## src/rtl/uart_tx.sv

```systemverilog
// uart_tx: FIFO-fed UART frame serializer; ports clk, rstn, fifo_empty, fifo_rd_data in; fifo_rd_en, tx, busy, tx_done out
module uart_tx #(
  parameter int CLKS_PER_BIT = 434,
  parameter int DATA_WIDTH = 8,
  parameter int PARITY_EN = 0,
  parameter int PARITY_ODD = 0,
  parameter int STOP_BITS = 1
) (
  input  logic                  clk,
  input  logic                  rstn,
  input  logic                  fifo_empty,
  input  logic [DATA_WIDTH-1:0] fifo_rd_data,
  output logic                  fifo_rd_en,
  output logic                  tx,
  output logic                  busy,
  output logic                  tx_done
);
  localparam int BW = $clog2(CLKS_PER_BIT);
  localparam int CW = $clog2(DATA_WIDTH) + 1;
  typedef enum logic [2:0] {IDLE, FETCH, LOAD, START, DATA, PARITY, STOP} state_t;
  state_t state, state_d;
  logic [BW-1:0] baud, baud_d;
  logic [CW-1:0] bit_cnt, bit_cnt_d;
  logic stop_cnt, stop_cnt_d;
  logic [DATA_WIDTH-1:0] shift, shift_d;
  logic par, par_d, tx_d, bit_end;
  always_ff @(posedge clk or negedge rstn)
    if (!rstn) begin
      state <= IDLE;
      baud <= '0;
      bit_cnt <= '0;
      stop_cnt <= 1'b0;
      shift <= '0;
      par <= 1'b0;
      tx <= 1'b1;
    end else begin
      state <= state_d;
      baud <= baud_d;
      bit_cnt <= bit_cnt_d;
      stop_cnt <= stop_cnt_d;
      shift <= shift_d;
      par <= par_d;
      tx <= tx_d;
    end
  always_comb begin
    bit_end = baud == BW'(CLKS_PER_BIT - 1);
    state_d = state;
    shift_d = shift;
    par_d = par;
    bit_cnt_d = bit_cnt;
    stop_cnt_d = stop_cnt;
    fifo_rd_en = 1'b0;
    tx_done = 1'b0;
    busy = state != IDLE;
    case (state)
      IDLE: if (!fifo_empty) state_d = FETCH;
      FETCH: begin
        fifo_rd_en = 1'b1;
        state_d = LOAD;
      end
      LOAD: begin
        shift_d = fifo_rd_data;
        par_d = (^fifo_rd_data) ^ (PARITY_ODD != 0);
        bit_cnt_d = '0;
        stop_cnt_d = 1'b0;
        state_d = START;
      end
      START: if (bit_end) state_d = DATA;
      DATA: if (bit_end) begin
        shift_d = shift >> 1;
        bit_cnt_d = bit_cnt + 1'b1;
        if (bit_cnt == CW'(DATA_WIDTH - 1)) state_d = PARITY_EN != 0 ? PARITY : STOP;
      end
      PARITY: if (bit_end) state_d = STOP;
      STOP: if (bit_end) begin
        stop_cnt_d = 1'b1;
        if (stop_cnt == 1'(STOP_BITS - 1)) begin
          tx_done = 1'b1;
          state_d = fifo_empty ? IDLE : FETCH;
        end
      end
      default: state_d = IDLE;
    endcase
    // baud restarts on every state entry and at each bit boundary
    baud_d = (state_d != state || bit_end) ? '0 : baud + 1'b1;
    // tx is registered from the next-state view so the line changes exactly on state entry
    tx_d = state_d == START ? 1'b0 : state_d == DATA ? shift_d[0] : state_d == PARITY ? par_d : 1'b1;
  end
endmodule

```

## config.mk

```make
export PLATFORM = sky130hd
export DESIGN_NAME = uart_tx
export DESIGN_NICKNAME = d
export VERILOG_FILES = /design/src/rtl/uart_tx.sv
export SDC_FILE = /design/constraint.sdc
export NUM_CORES = 1
export LEC_CHECK = 0
export CAP_MARGIN = 20
export CORE_MARGIN = 1
export CORE_UTILIZATION = 46
export CTS_CLUSTER_SIZE = 16
export DETAILED_ROUTE_END_ITERATION = 7
export GPL_TIMING_DRIVEN = 1
export PLACE_DENSITY = 0.7
export SLEW_MARGIN = 25
export SYNTH_ARGS = -nofsm -noshare
export SYNTH_HDL_FRONTEND = slang
export SYNTH_SLANG_ARGS = --single-unit
```

## constraint.sdc

```tcl
create_clock -name clk -period 3.4 [get_ports clk]
set_input_delay 1.02 -clock clk [delete_from_list [all_inputs] [get_ports clk]]
set_output_delay 1.02 -clock clk [all_outputs]
set_load 0.05 [all_outputs]
```

# [Yosys cells after proc, flatten, opt, wreduce, memory -nomap -nowiden]
# Cells that the tools add are included.
[classes] add_sub_neg=2 n_eq_ne=14 n_mux=24 n_reduce_logical=8
[ops] op="3-bit two-way mux" count=7
[ops] op="3-bit one-hot mux with 7 select lines" count=1
[ops] op="8-bit one-hot mux with 2 select lines" count=1
[ops] op="3-bit == test (second input constant)" count=5
[ops] op="1-bit two-way mux" count=10
[ops] op="9-bit by 1-bit adder with 9-bit output (second input constant)" count=1
[ops] op="3-bit by 2-bit == test with 1-bit output (second input constant)" count=3
[ops] op="9-bit == test (second input constant)" count=1
[ops] op="9-bit two-way mux" count=1
[ops] op="8-bit two-way mux" count=1
[ops] op="4-bit one-hot mux with 2 select lines" count=1
[ops] op="8-bit XOR reduction" count=1
[ops] op="4-bit by 1-bit adder with 4-bit output (second input constant)" count=1
[ops] op="4-bit by 3-bit == test with 1-bit output (second input constant)" count=1
[ops] op="4-bit two-way mux" count=1
[ops] op="2-bit != test (second input constant)" count=2
[ops] op="2-bit AND reduction" count=2
[ops] op="2-bit nonzero test" count=2
[ops] op="3-bit by 1-bit == test with 1-bit output (second input constant)" count=1
[ops] op="3-bit logical NOT" count=1
[ops] op="3-bit != test" count=1
[ops] op="3-bit nonzero test" count=1
[ops] op="1-bit one-hot mux with 2 select lines" count=1
[ops] op="1-bit logical OR" count=1
[word_totals] reg_bits=27

# [Depth between registers and ports, before layout]
[logic_depth] ltp_word=8 ltp_mapped=7 mapped_depth_nobuf=7

# [Worst setup path before layout]
# OpenSTA, ideal clock, no wires.
[synth_timing] path_kind="register -> output" from="register baud[3]" to="output tx_done" arrival_ns=2.856 path_slack_ns=-0.476 path_stages_with_launch=5 cell_sequence="dfrtp_1 > or4b_1 > buf_2 > or4_2 > nor3b_1"
[synth_between] elab_chain_len=3
[synth_rtl] element="start: declaration" line="22" rtl="logic [BW-1:0] baud, baud_d;"
[synth_rtl] element="start signal: assignment" line="38" rtl="baud <= baud_d;"
[synth_rtl] element="9-bit == test" line="46" rtl="bit_end = baud == BW'(CLKS_PER_BIT - 1);"
[synth_rtl] element="1-bit two-way mux" line="75" rtl="STOP: if (bit_end) begin"
[synth_rtl] element="1-bit two-way mux" line="55" rtl="case (state)"
[synth_rtl] element="end: declaration" line="16" rtl="output logic tx_done"
# Every way passes these cells.

# [Worst setup path after layout]
[layout_timing] from="register baud[2]" to="output tx_done"
# Same word-level chain as after synthesis.

==> metrics.md <==
| Metric | Value |
|---|---|
| Post-Synthesis Mean Instance Area | 9.41 sq um |
| Arrival time reported for the critical path endpoint | 2230 ps |
| Io pins | 15 |
| CP endpoint kind | output port |
| DIE WIDTH | 58.7 microns |
| Headroom to the max-slew limit | 67.2% |
| Number of max-cap violations | 0 |
| Y dimension of the die | 58.7 microns |
| Placed cell areas | 1690 sq um |
| Synthesized Nets | 171 |
| IO Port Bufs | 14 |
| Number of enable flip-flop cells after synthesis | 0 |
| Hold Vio Cnt, Final | 0 |
| Routed vias/inst | 5.25 |
| Effective utilization at floorplan | 48.4% |
| Share of the yosys chip area belonging to registers | 45.8% |
| Hold Startpoint | shift[1] |
| Setup clock skew after layout | 3.99 ps |
| Pin count of the biggest net entering global routing | 28 |
| Ratio of total power to cell area | 306 nW/um^2 |
| CTS Root Buffer Type | clkbuf_4 |
| Clock latency reported for the late side of the worst-skew pair | 330 ps |
| FF+latch count, synth | 27 |
| Launch point of the critical path | baud[2] |
| Total grt overflow | 0 |
| VDD IR-drop max | 0.000209 V |
| Biggest fanout along the worst timing path | 4 |
| Number of instances in the synthesized netlist | 157 |
| Detailed-placement wirelength estimate | 2080 microns |
| R2R cell count | 5 |
| Rows | 20 |
| Leakage power figure | 0.732 nW |
| Final Wtd Congestion | 0.839 |
| Buffer levels on the longest clock path | 2 |
| Worst Hold Class | reg -> reg |
| Unrepaired setup endpoints after global routing | false |
| Synth Cell Area | 1480 sq um |
| Number of global-route vias before repair | 1,137 |
| Number of slew-limit violations in the final report | 0 |
| Hold Buf Count CTS | 0 |
| Post-route DRC violation count | 0 |
| Shortest clock period the worst path allows after layout | 3250 ps |
| Starting DRC count in detailed routing | 74 |
| Endpoints failing setup | 0 |
| Number of buffers created by CTS | 3 |
| Share of flip-flops with an asynchronous set or reset | 100% |
| Antenna violations before repair | 0 |
| Critical setup path kind | reg -> out |
| CTS tree | done |
| Final non-filler cell area | 1740 sq um |
| H-tree levels | 1 |
| Number of optimization iterations in the first detailed-route pass | 4 |
| Start of the worst register-to-register path | state[2] |
| Final clock period utilization by the worst path | 95.7% |
| Per-cell routed wire length | 12.7 microns |
| Clock Pin Slew Worst Setup and Hold Paths | 150 ps |
| Fin Setup TNS | 0 ps |
| Core Box Area | 3050 sq um |
| Least-Margin Pin Slew | 490 ps |
| Maximum clock frequency | 307 MHz |
| Hold path depth | 2 |
| Clock Sink Count | 27 |
| Worst endpoint required time | 2380 ps |
| Run status | finished, final reports clean |
| Syn. warnings | 0 |
| Die area | 3440 sq um |
| Global-route wire length before repair | 4910 microns |
| Total routing usage reported by global routing | 18.7% |
| CP Launch Type | flip-flop |
| Routed Wire Length | 2770 microns |
| Unique cell type count in the Yosys netlist | 45 |
| Routed Antenna Nets | 0 |
| Fraction of final layout cells with drive strength greater than 1 | 12.0% |
| Area Growth Syn to Fin | 17.8% |
| Number of antenna diodes | 0 |
| Routed vias | 1,149 |
| Net count of the finished layout | 190 |
| Most common flop cell mapped by yosys | dfrtp_1 |
-- layout make-up --
cell class              instances  area, sq um
clock buffers                   3         22.5
clock inverters                 1         7.51
fillers                       289         1310
inverters                       4         15.0
multi-input cells             119          761
flip-flops and latches         27          677
well taps                      44         55.1
repair buffers                 21          203
-- power by group --
| group | internal, mW | total [mW] | switching (mW) |
|---|---|---|---|
| sequential | 0.331 | 0.335 | 0.00404 |
| combinational | 0.0291 | 0.0539 | 0.0248 |
| clock | 0.0450 | 0.143 | 0.0980 |
| total | 0.405 | 0.532 | 0.127 |
-- critical path, cell delays in order (launching register included) --
cell	delay, ps
dfrtp_1	440
or4b_1	560
or4_4	530
nor3b_4	220
buf_12	160
-- logic make-up after synthesis --
kind of cell             synth area share [%]
AO/OA/AOI/OAI                            14.0
XOR/XNOR                                 9.48
adder cells (fa/ha/maj)                  2.54
buffers and inverters                    3.64
flip-flops                               45.8
multiplexers                            0.762
AND/OR/NAND/NOR                          23.8
-- cells in the mapped netlist, types with 2 or more instances --
cell type | number | share of area [%]
buf_2 | 4 | 1.4
nand2_1 | 25 | 6.4
a22oi_1 | 6 | 3.0
o21ai_0 | 4 | 1.4
inv_1 | 4 | 1.0
buf_4 | 2 | 1.0
nand4_1 | 2 | 0.85
dfrtp_1 | 26 | 44
xor2_1 | 6 | 3.6
nor2_1 | 18 | 4.6
nor3b_1 | 2 | 1.0
nand3_1 | 3 | 1.0
ha_1 | 3 | 2.5
nor3_1 | 4 | 1.4
a21oi_1 | 5 | 1.7
or3_1 | 2 | 0.85
nor2b_1 | 2 | 0.85
nand2b_1 | 2 | 0.85
a21o_1 | 2 | 1.0
xnor2_1 | 10 | 5.9
-- stage by stage --
| step | hold slack, ps | worst slack [ps] | util (%) | total power [mW] | instances |
|---|---|---|---|---|---|
| final | 494 | 146 | 57.0 | 0.532 | 219 |
| after global routing | 519 | 72.5 | 57.0 | 0.555 | 219 |
| after CTS | 499 | 126 | 57.0 | 0.539 | 219 |
| after detailed placement | 464 | 313 | 55.5 | 0.396 | 214 |
| after global placement | 463 | 367 | 55.5 | 0.393 | 214 |
| after floorplan | 446 | 9.11 | - | 0.368 | 157 |
-- metal layers --
layer	vias up	GRT usage, %	share of wire (%)
met2	22	32.2	48
met1	544	23.8	47
met5	-	0	0
met3	4	3.08	3.5
li1	579	-	-
met4	0	6.46	0.79
-- sequential cells by signal (all words and copies together), names as in the netlist --
register,cells
par,1
baud,9
stop_cnt,1
bit_cnt,4
shift,8
tx,1
state,3
-- layout by cell type, fill, tap and decap left out, types with 2 or more instances in the layout --
cell type,n
xor2_1,6
nor2b_1,2
nor2_1,18
nand2b_1,2
or3_1,2
clkdlybuf4s50_1,13
xnor2_1,10
inv_1,4
nand2_1,25
a21o_1,2
buf_4,7
nand3_1,3
a22oi_1,6
ha_1,3
a21oi_1,5
clkbuf_4,3
dfrtp_1,26
nand4_1,2
nor3_1,4
o21ai_0,4
-- final timing paths --
kind,end,slack [ps]
setup reg to reg,baud[2],1140
max in group asynchronous,tx,2070
hold reg to reg,shift[1],490
hold / removal,shift[1],490
setup / recovery,tx_done,150
min in group asynchronous,state[0],1030
-- repair_timing --
item | in CTS | in global routing
setup buffers | 1 | 0
endpoints found under the setup margin | 1 | 0
resized for setup | 2 | 0
Power figures use the tool's default switching activity.
